### config.mk
export PLATFORM = sky130hd
export DESIGN_NAME = dl_bus_sequencer_flat
export DESIGN_NICKNAME = d
export VERILOG_FILES = /design/src/rtl/dl_bus_sequencer_if.sv /design/src/rtl/dl_bus_sequencer.sv /design/src/flat_wrapper.sv
export SDC_FILE = /design/constraint.sdc
export NUM_CORES = 1
export LEC_CHECK = 0
export CORE_UTILIZATION = 47
export DETAILED_ROUTE_END_ITERATION = 8
export PLACE_DENSITY = 0.85
export SKIP_LAST_GASP = 1
export SLEW_MARGIN = 20
export SYNTH_ARGS = -nofsm -noshare
export SYNTH_HDL_FRONTEND = slang
export SYNTH_SLANG_ARGS = --single-unit
export TNS_END_PERCENT = 5
### constraint.sdc
create_clock -name CLK -period 4.12 [get_ports CLK]
set_input_delay 0.824 -clock CLK [delete_from_list [all_inputs] [get_ports CLK]]
set_output_delay 0.824 -clock CLK [all_outputs]
set_load 0.01 [all_outputs]
### src/rtl/dl_bus_sequencer_if.sv
// Bus bundle between the request logic / pad ring and dl_bus_sequencer.
// Build option: DL_BUS_WAIT_STATE_EN adds the nWAIT input.
interface dl_bus_sequencer_if #(
    parameter int unsigned ADDR_W = 16
);
    logic              Test1;
    logic              cpu_req;
    logic              cpu_we;
    logic              cpu_src;
    logic [ADDR_W-1:0] cpu_addr;
    logic              dma_req;
    logic              dma_we;
    logic [ADDR_W-1:0] dma_addr;
    logic [7:0]        DL;
`ifdef DL_BUS_WAIT_STATE_EN
    logic              nWAIT;
`endif
    logic [ADDR_W-1:0] A;
    logic              nRD;
    logic              nWR;
    logic              ExtOE;
    logic              Res_to_DL;
    logic              DataOut;
    logic              cpu_ack;
    logic              dma_ack;
    logic              owner;
    logic [7:0]        rdata;

    // Sequencer side.
    modport slave (
`ifdef DL_BUS_WAIT_STATE_EN
        input  nWAIT,
`endif
        input  Test1, cpu_req, cpu_we, cpu_src, cpu_addr, dma_req, dma_we, dma_addr, DL,
        output A, nRD, nWR, ExtOE, Res_to_DL, DataOut, cpu_ack, dma_ack, owner, rdata
    );

    // Requester / pad-ring side.
    modport master (
`ifdef DL_BUS_WAIT_STATE_EN
        output nWAIT,
`endif
        output Test1, cpu_req, cpu_we, cpu_src, cpu_addr, dma_req, dma_we, dma_addr, DL,
        input  A, nRD, nWR, ExtOE, Res_to_DL, DataOut, cpu_ack, dma_ack, owner, rdata
    );
endinterface

### src/rtl/dl_bus_sequencer.sv
// Memory-cycle sequencer for the internal/external data bus mux, CPU vs DMA arbitration.
// Build option: DL_BUS_WAIT_STATE_EN stretches STROBE while nWAIT is low.
module dl_bus_sequencer #(
    parameter int unsigned       ADDR_W    = 16,
    parameter logic [ADDR_W-1:0] IDLE_ADDR = {ADDR_W{1'b1}}
) (
    input logic               CLK,
    input logic               nRESET,
    dl_bus_sequencer_if.slave bus
);
    typedef enum logic [2:0] {StIdle, StAddr, StStrobe, StSample, StDone} state_e;

    state_e            r_state;
    logic              r_owner;
    logic              r_we;
    logic              r_src;
    logic [ADDR_W-1:0] r_a;
    logic              r_nrd;
    logic              r_nwr;
    logic              r_ext_oe;
    logic              r_res_to_dl;
    logic              r_data_out;
    logic              r_cpu_ack;
    logic              r_dma_ack;
    logic [7:0]        r_rdata;

    logic              w_sel_dma;
    logic              w_grant;
    logic              w_sel_we;
    logic              w_sel_src;
    logic [ADDR_W-1:0] w_sel_addr;
    logic              w_strobe_hold;

    // In DONE the requester just acked is stale, so only the other port may chain.
    assign w_sel_dma  = (r_state == StDone) ? ~r_owner : bus.dma_req;
    assign w_grant    = ~bus.Test1 & ((r_state == StDone) ? (r_owner ? bus.cpu_req : bus.dma_req)
                                                          : (bus.cpu_req | bus.dma_req));
    assign w_sel_we   = w_sel_dma ? bus.dma_we : bus.cpu_we;
    assign w_sel_src  = w_sel_dma ? 1'b0 : bus.cpu_src;
    assign w_sel_addr = w_sel_dma ? bus.dma_addr : bus.cpu_addr;

`ifdef DL_BUS_WAIT_STATE_EN
    assign w_strobe_hold = ~bus.nWAIT;
`else
    assign w_strobe_hold = 1'b0;
`endif

    always_ff @(posedge CLK or negedge nRESET) begin
        if (!nRESET) begin
            r_state     <= StIdle;
            r_owner     <= 1'b0;
            r_we        <= 1'b0;
            r_src       <= 1'b0;
            r_a         <= IDLE_ADDR;
            r_nrd       <= 1'b1;
            r_nwr       <= 1'b1;
            r_ext_oe    <= 1'b0;
            r_res_to_dl <= 1'b0;
            r_data_out  <= 1'b0;
            r_cpu_ack   <= 1'b0;
            r_dma_ack   <= 1'b0;
            r_rdata     <= 8'h00;
        end else begin
            r_cpu_ack <= 1'b0;
            r_dma_ack <= 1'b0;
            case (r_state)
                StIdle, StDone: begin
                    if (w_grant) begin
                        r_state <= StAddr;
                        r_owner <= w_sel_dma;
                        r_we    <= w_sel_we;
                        r_src   <= w_sel_src;
                        r_a     <= w_sel_addr;
                    end else begin
                        r_state <= StIdle;
                        r_a     <= IDLE_ADDR;
                    end
                end
                StAddr: begin
                    r_state <= StStrobe;
                    if (r_we) begin
                        r_nwr       <= 1'b0;
                        r_ext_oe    <= ~bus.Test1;
                        r_res_to_dl <= ~r_src;
                        r_data_out  <= r_src;
                    end else begin
                        r_nrd <= 1'b0;
                    end
                end
                StStrobe: begin
                    if (!w_strobe_hold) begin
                        r_state <= StSample;
                    end
                    // Test1 kills the external drive at once; the cycle itself still completes.
                    r_ext_oe <= r_ext_oe & ~bus.Test1;
                end
                StSample: begin
                    r_state     <= StDone;
                    r_nrd       <= 1'b1;
                    r_nwr       <= 1'b1;
                    r_ext_oe    <= 1'b0;
                    r_res_to_dl <= 1'b0;
                    r_data_out  <= 1'b0;
                    if (!r_we) begin
                        r_rdata <= bus.DL;
                    end
                    if (r_owner) begin
                        r_dma_ack <= 1'b1;
                    end else begin
                        r_cpu_ack <= 1'b1;
                    end
                end
                default: begin
                    r_state <= StIdle;
                    r_a     <= IDLE_ADDR;
                end
            endcase
        end
    end

    assign bus.A         = r_a;
    assign bus.nRD       = r_nrd;
    assign bus.nWR       = r_nwr;
    assign bus.ExtOE     = r_ext_oe;
    assign bus.Res_to_DL = r_res_to_dl;
    assign bus.DataOut   = r_data_out;
    assign bus.cpu_ack   = r_cpu_ack;
    assign bus.dma_ack   = r_dma_ack;
    assign bus.owner     = r_owner;
    assign bus.rdata     = r_rdata;
endmodule
### src/flat_wrapper.sv
// flat-port wrapper written by rule: the top's interface ports become plain ports
module dl_bus_sequencer_flat 
#(
    parameter int unsigned       ADDR_W    = 16,
    parameter logic [ADDR_W-1:0] IDLE_ADDR = {ADDR_W{1'b1}}
)
  (CLK, nRESET, bus_Test1, bus_cpu_req, bus_cpu_we, bus_cpu_src, bus_cpu_addr, bus_dma_req, bus_dma_we, bus_dma_addr, bus_DL, bus_A, bus_nRD, bus_nWR, bus_ExtOE, bus_Res_to_DL, bus_DataOut, bus_cpu_ack, bus_dma_ack, bus_owner, bus_rdata);
  dl_bus_sequencer_if #(.ADDR_W(ADDR_W)) bus_i ();
  input logic CLK;
  input logic nRESET;
  input wire logic [$bits(bus_i.Test1)-1:0] bus_Test1;
  input wire logic [$bits(bus_i.cpu_req)-1:0] bus_cpu_req;
  input wire logic [$bits(bus_i.cpu_we)-1:0] bus_cpu_we;
  input wire logic [$bits(bus_i.cpu_src)-1:0] bus_cpu_src;
  input wire logic [$bits(bus_i.cpu_addr)-1:0] bus_cpu_addr;
  input wire logic [$bits(bus_i.dma_req)-1:0] bus_dma_req;
  input wire logic [$bits(bus_i.dma_we)-1:0] bus_dma_we;
  input wire logic [$bits(bus_i.dma_addr)-1:0] bus_dma_addr;
  input wire logic [$bits(bus_i.DL)-1:0] bus_DL;
  output wire logic [$bits(bus_i.A)-1:0] bus_A;
  output wire logic [$bits(bus_i.nRD)-1:0] bus_nRD;
  output wire logic [$bits(bus_i.nWR)-1:0] bus_nWR;
  output wire logic [$bits(bus_i.ExtOE)-1:0] bus_ExtOE;
  output wire logic [$bits(bus_i.Res_to_DL)-1:0] bus_Res_to_DL;
  output wire logic [$bits(bus_i.DataOut)-1:0] bus_DataOut;
  output wire logic [$bits(bus_i.cpu_ack)-1:0] bus_cpu_ack;
  output wire logic [$bits(bus_i.dma_ack)-1:0] bus_dma_ack;
  output wire logic [$bits(bus_i.owner)-1:0] bus_owner;
  output wire logic [$bits(bus_i.rdata)-1:0] bus_rdata;
  assign bus_i.Test1 = bus_Test1;
  assign bus_i.cpu_req = bus_cpu_req;
  assign bus_i.cpu_we = bus_cpu_we;
  assign bus_i.cpu_src = bus_cpu_src;
  assign bus_i.cpu_addr = bus_cpu_addr;
  assign bus_i.dma_req = bus_dma_req;
  assign bus_i.dma_we = bus_dma_we;
  assign bus_i.dma_addr = bus_dma_addr;
  assign bus_i.DL = bus_DL;
  assign bus_A = bus_i.A;
  assign bus_nRD = bus_i.nRD;
  assign bus_nWR = bus_i.nWR;
  assign bus_ExtOE = bus_i.ExtOE;
  assign bus_Res_to_DL = bus_i.Res_to_DL;
  assign bus_DataOut = bus_i.DataOut;
  assign bus_cpu_ack = bus_i.cpu_ack;
  assign bus_dma_ack = bus_i.dma_ack;
  assign bus_owner = bus_i.owner;
  assign bus_rdata = bus_i.rdata;
  dl_bus_sequencer #(.ADDR_W(ADDR_W), .IDLE_ADDR(IDLE_ADDR)) u_core (.CLK(CLK), .nRESET(nRESET), .bus(bus_i));
endmodule
== After elaboration in Yosys (flattened, before gate mapping) ==
Index checks and enable logic that the tools add are counted.

* Reduce and logical (&&, ||, !) cells: 10
* Equal/unequal tests: 6
* Muxes and demuxes: 24
* Bitwise gates (word level): 7

{| class="wikitable"
|+ Operator list
! operator !! count
|-
| $mux W16 || 2
|-
| $pmux W16 S2 || 1
|-
| $mux W1 || 15
|-
| $pmux W3 S4 || 1
|-
| $reduce_and A2 Y1 || 5
|-
| $pmux W1 S2 || 4
|-
| $eq A3 B2 Y1 const B || 2
|-
| $not A1 Y1 || 4
|-
| $eq A3 B1 Y1 const B || 1
|-
| $eq A3 B3 Y1 const B || 1
|-
| $logic_not A3 Y1 || 1
|-
| $pmux W1 S3 || 1
|-
| $reduce_bool A3 Y1 || 1
|-
| $reduce_or A3 Y1 || 1
|-
| $and A1 B1 Y1 || 2
|-
| $ne A2 B1 Y1 const B || 1
|-
| $ne A2 B2 Y1 const B || 1
|-
| $reduce_bool A2 Y1 || 1
|-
| $reduce_or A2 Y1 || 1
|-
| $or A1 B1 Y1 || 1
|}

* Register bits after elaboration: 37
* Input port bits: 48
* Logic and storage cells: 60
* Output and inout bits: 32

== Depth between registers and ports, before layout ==
* Depth after elaboration: 5
* Gate-level depth with buffers: 6
* Mapped depth without buffers: 4

== Worst setup path after synthesis ==
OpenSTA, ideal clock, no wires.

* Path type: input port to flip-flop
* From: in bus_dma_req
* To: reg u_core.r_owner, in the netlist u_core.bus.owner
* Arrival time: 1.749 ns
* Data required time: 3.992 ns
* Path buffers: 1
* Slack: 2.243 ns
* Library setup time: 0.128 ns
* Stages on the path: 5
* Cell sequence: buf_4 mux2_4 o221ai_4 mux2i_1 o21ai_0

* Longest elaborated chain between the ends: 4
* Elaborated cells between the ends (all ways): 6
* Classes of those cells: mux: 3; bitwise: 2; reduce/logical: 1

{| class="wikitable"
|+ RTL lines
! item !! RTL line !! RTL
|-
| from (decl) || flat_wrapper.sv:16 || <nowiki>input wire logic [$bits(bus_i.dma_req)-1:0] bus_dma_req;</nowiki>
|-
| $or A1 B1 Y1 or $mux W1 (tied branches) || dl_bus_sequencer.sv:37, dl_bus_sequencer.sv:36 ||
|-
| $mux W1 || dl_bus_sequencer.sv:36 || <nowiki>assign w_grant = ~bus.Test1 & ((r_state == StDone) ? (r_owner ? bus.cpu_req : bus.dma_req)</nowiki>
|-
| $and A1 B1 Y1 || dl_bus_sequencer.sv:36 ||
|-
| $reduce_and A2 Y1 (no line) || - ||
|-
| to (signal assigned) || dl_bus_sequencer.sv:70 || <nowiki>r_owner <= w_sel_dma;</nowiki>
|-
| to (decl) || dl_bus_sequencer.sv:14 || <nowiki>logic r_owner;</nowiki>
|}

Several ways; a longest one is shown, not always the timed one.
A chain may end at the register's enable or synchronous reset.

== Final worst setup path ==
Ends and elaborated chain as after synthesis.

==> results.ini <==
[layout]
instances_no_fill = 311
multi_input_area_sq_um = 1010
nFillCells = 321
synthToLayoutAreaGrowth_pct = 43.2
seqCellArea_sq_um = 948
post-route-util_pct = 72.1
antenna_cells = 0
layout-drive-gt1-share_pct = 18.8
fin_nets = 308

[setup_path]
ff2ff_setup_slack_ns = 2.16
setup.worst_path.start_class = primary input
crit_required_ns = 4.27
crit_type = in2reg
reg2reg_from = u_core.r_state[1]$_DFF_PN0_
endpoint_kind = flip-flop
worst-r2r-cell-count = 5
r2r_end = u_core.bus.A[4]$_DFFE_PN1N_
worst_ep_arrival_time_ns = 2.75
crit_fanout = 36

[place]
place.gp.congestion = 0.764
pre_cts_ws_ns = 1.27
io_buffers = 79
dp_hpwl_microns = 3240
placedCellCount = 302

[logic_synthesis]
ys_warn_count = 0
synthArstFlopShare_pct = 100
syn-mean-instance-area_sq_um = 11.2
synth_edf_count = 0
synth_common_cells = dfrtp_1, a21oi_1, dfstp_2, mux2i_1
synthMostInstantiatedCell = dfrtp_1
synth_area_leaders = dfrtp_1, dfstp_2, mux2i_1
synthFlopType = dfrtp_1
netlist_instances = 185
synth_nets = 233
synthDistinctLibCells = 35
yosys.area.top_type_share_pct = 22.9
synth_top_area_cell = dfrtp_1
synth_seq_cells = 37
ys_seq_area_share_pct = 45.7
syn_area_sq_um = 2070

[drt]
vias_per_cell = 5.50
drt_first_pass_iters = 4
routedWlPerCell_microns = 15.4
routed_wirelength_microns = 4780
met2WireLength_microns = 2310
highest_layer = met4
drtAntennaViolNets = 0
vias = 1712
wl_met1_microns = 2050
drt-initial-drc-count = 59
wl_met3_microns = 354
drc = 0

[global_route]
grt_pass1_wl_microns = 7450
grt_pass1_vias = 1590
grtUsageTotal_pct = 22.0
grt_max_degree = 38
antenna_found_initial = 0
overflow = 0

[cts]
cts-root-buf = clkbuf_8
clk_path_buf_depth = 2
cts_resized = 0
cts_buffers = 5
post_cts_buffers = 0
postCtsHoldBufs = 0
h-tree-depth = 2
cts.sinks = 37
clk_pin_slew_ns = 0.07
insertion_delay_ns = 0.29
cts_tree = done

[floorplan]
dieHeight_microns = 68.4
num_rows = 23
start_util_pct = 50.4
core_sq_um = 4120
dieArea_sq_um = 4680
pin_count = 80
die_w_microns = 68.4

[timing]
clock.fmax_mhz = 384
setup_slack_ns = 1.52
rsz0062_at_grt = false
setup-tns-final_ns = 0
fin_crit_sh_pct = 63.2
slew_headroom_pct = 46.9
clock_skew_ns = 0.00677
setup_viol_count_final = 0
final_max_slew_viol_count = 0
hold_viol_final = 0
worst_pin_slew_ns = 0.796
post-route-min-period_ns = 2.60
hold_slack_ns = 0.456

[power]
leakage_nw = 1.19
ir_worst_vdd_uv = 445
p_per_area_nw_per_um2 = 684

[hold_path]
holdCritPathClass = reg2reg
min_path_cells = 2
hold_end = u_core.bus.nWR$_DFFE_PN1P_
worstHoldStart = u_core.bus.nWR$_DFFE_PN1P_

[outcome]
status = completed

[flow_run]
drv_cap = 0

==> cells in the final DEF, fill, tap and decap left out, types with 2 or more instances in the layout <==
cell type	netlist	layout
clkdlybuf4s50_1	0	78
dfrtp_1	19	19
a21oi_1	18	18
mux2i_1	18	18
dfstp_2	18	18
nor2b_1	16	16
a211oi_1	16	16
o22a_1	15	15
nand2_1	9	9
mux2_2	9	9
clkbuf_8	0	6
o21ai_0	5	5
inv_1	4	4
nor2_1	3	3
o21ai_1	4	3
o21ai_2	1	2
buf_4	2	2
==> worst max path at each step <==
stage | start | end | depth (start not counted)
3_3_place_gp | bus_dma_req | u_core.bus.owner$_DFFE_PN0P_ | 6
4_1_cts | bus_dma_req | u_core.bus.owner$_DFFE_PN0P_ | 6
3_5_place_dp | bus_dma_req | u_core.bus.owner$_DFFE_PN0P_ | 6
6_report | bus_dma_req | u_core.bus.owner$_DFFE_PN0P_ | 6
2_1_floorplan | bus_dma_req | u_core.bus.owner$_DFFE_PN0P_ | 5
5_1_grt | bus_dma_req | u_core.bus.owner$_DFFE_PN0P_ | 6
==> layout make-up <==
cell class,instances,area share (%)
Multi-Input combinational cell,130,34.2
Sequential cell,37,31.9
Timing Repair Buffer,82,27.3
Clock buffer,7,2.91
Tap cell,50,2.11
Clock inverter,1,1.01
Inverter,4,0.506
==> kinds of logic (layout without fill, tap and decap cells) <==
group / after synthesis / count (layout) / synth area share [%]
AOI/OAI and AO/OA: 63 / 63 / 21.6
and+or+nand+nor: 39 / 39 / 12.9
DFF: 37 / 37 / 45.7
muxes: 28 / 28 / 14.3
buffers and inverters: 18 / 94 / 5.49
==> flip-flops by register name, summed over array words and instances (netlist names) <==
signal	cells
u_core.r_src	1
u_core.bus.dma_ack	1
u_core.bus.owner	1
u_core.bus.Res_to_DL	1
u_core.bus.nWR	1
u_core.bus.cpu_ack	1
u_core.bus.nRD	1
u_core.bus.ExtOE	1
u_core.r_we	1
u_core.bus.DataOut	1
u_core.bus.A	16
u_core.bus.rdata	8
u_core.r_state	3
==> routing by layer <==
layer,GRT usage (%),vias up
li1,-,834
met1,26.7,813
met2,36.3,60
met3,7.17,5
met4,8.07,0
met5,0,-
==> stage by stage <==
stage / power (W) / area [sq um]
floorplan: 0.00129 / 2070
global placement: 0.00168 / 2840
detailed placement: 0.00170 / 2840
CTS: 0.00204 / 2950
global route: 0.00216 / 2970
finish: 0.00203 / 2970
==> worst max-delay path, cell delays in order <==
cell	delay (ns)
clkdlybuf4s50_1	0.40
buf_4	0.26
mux2_4	0.33
o221ai_4	0.56
mux2i_1	0.26
o21ai_0	0.10
==> report_power, final <==
part | switching, W | internal, W | total (W)
clock network | 0.000126 | 0.000197 | 0.000323
registers | 0.000145 | 0.000599 | 0.000745
logic | 0.000414 | 0.000548 | 0.000962
total | 0.000685 | 0.00134 | 0.00203
No activity file was read; power rests on OpenSTA's default activity.
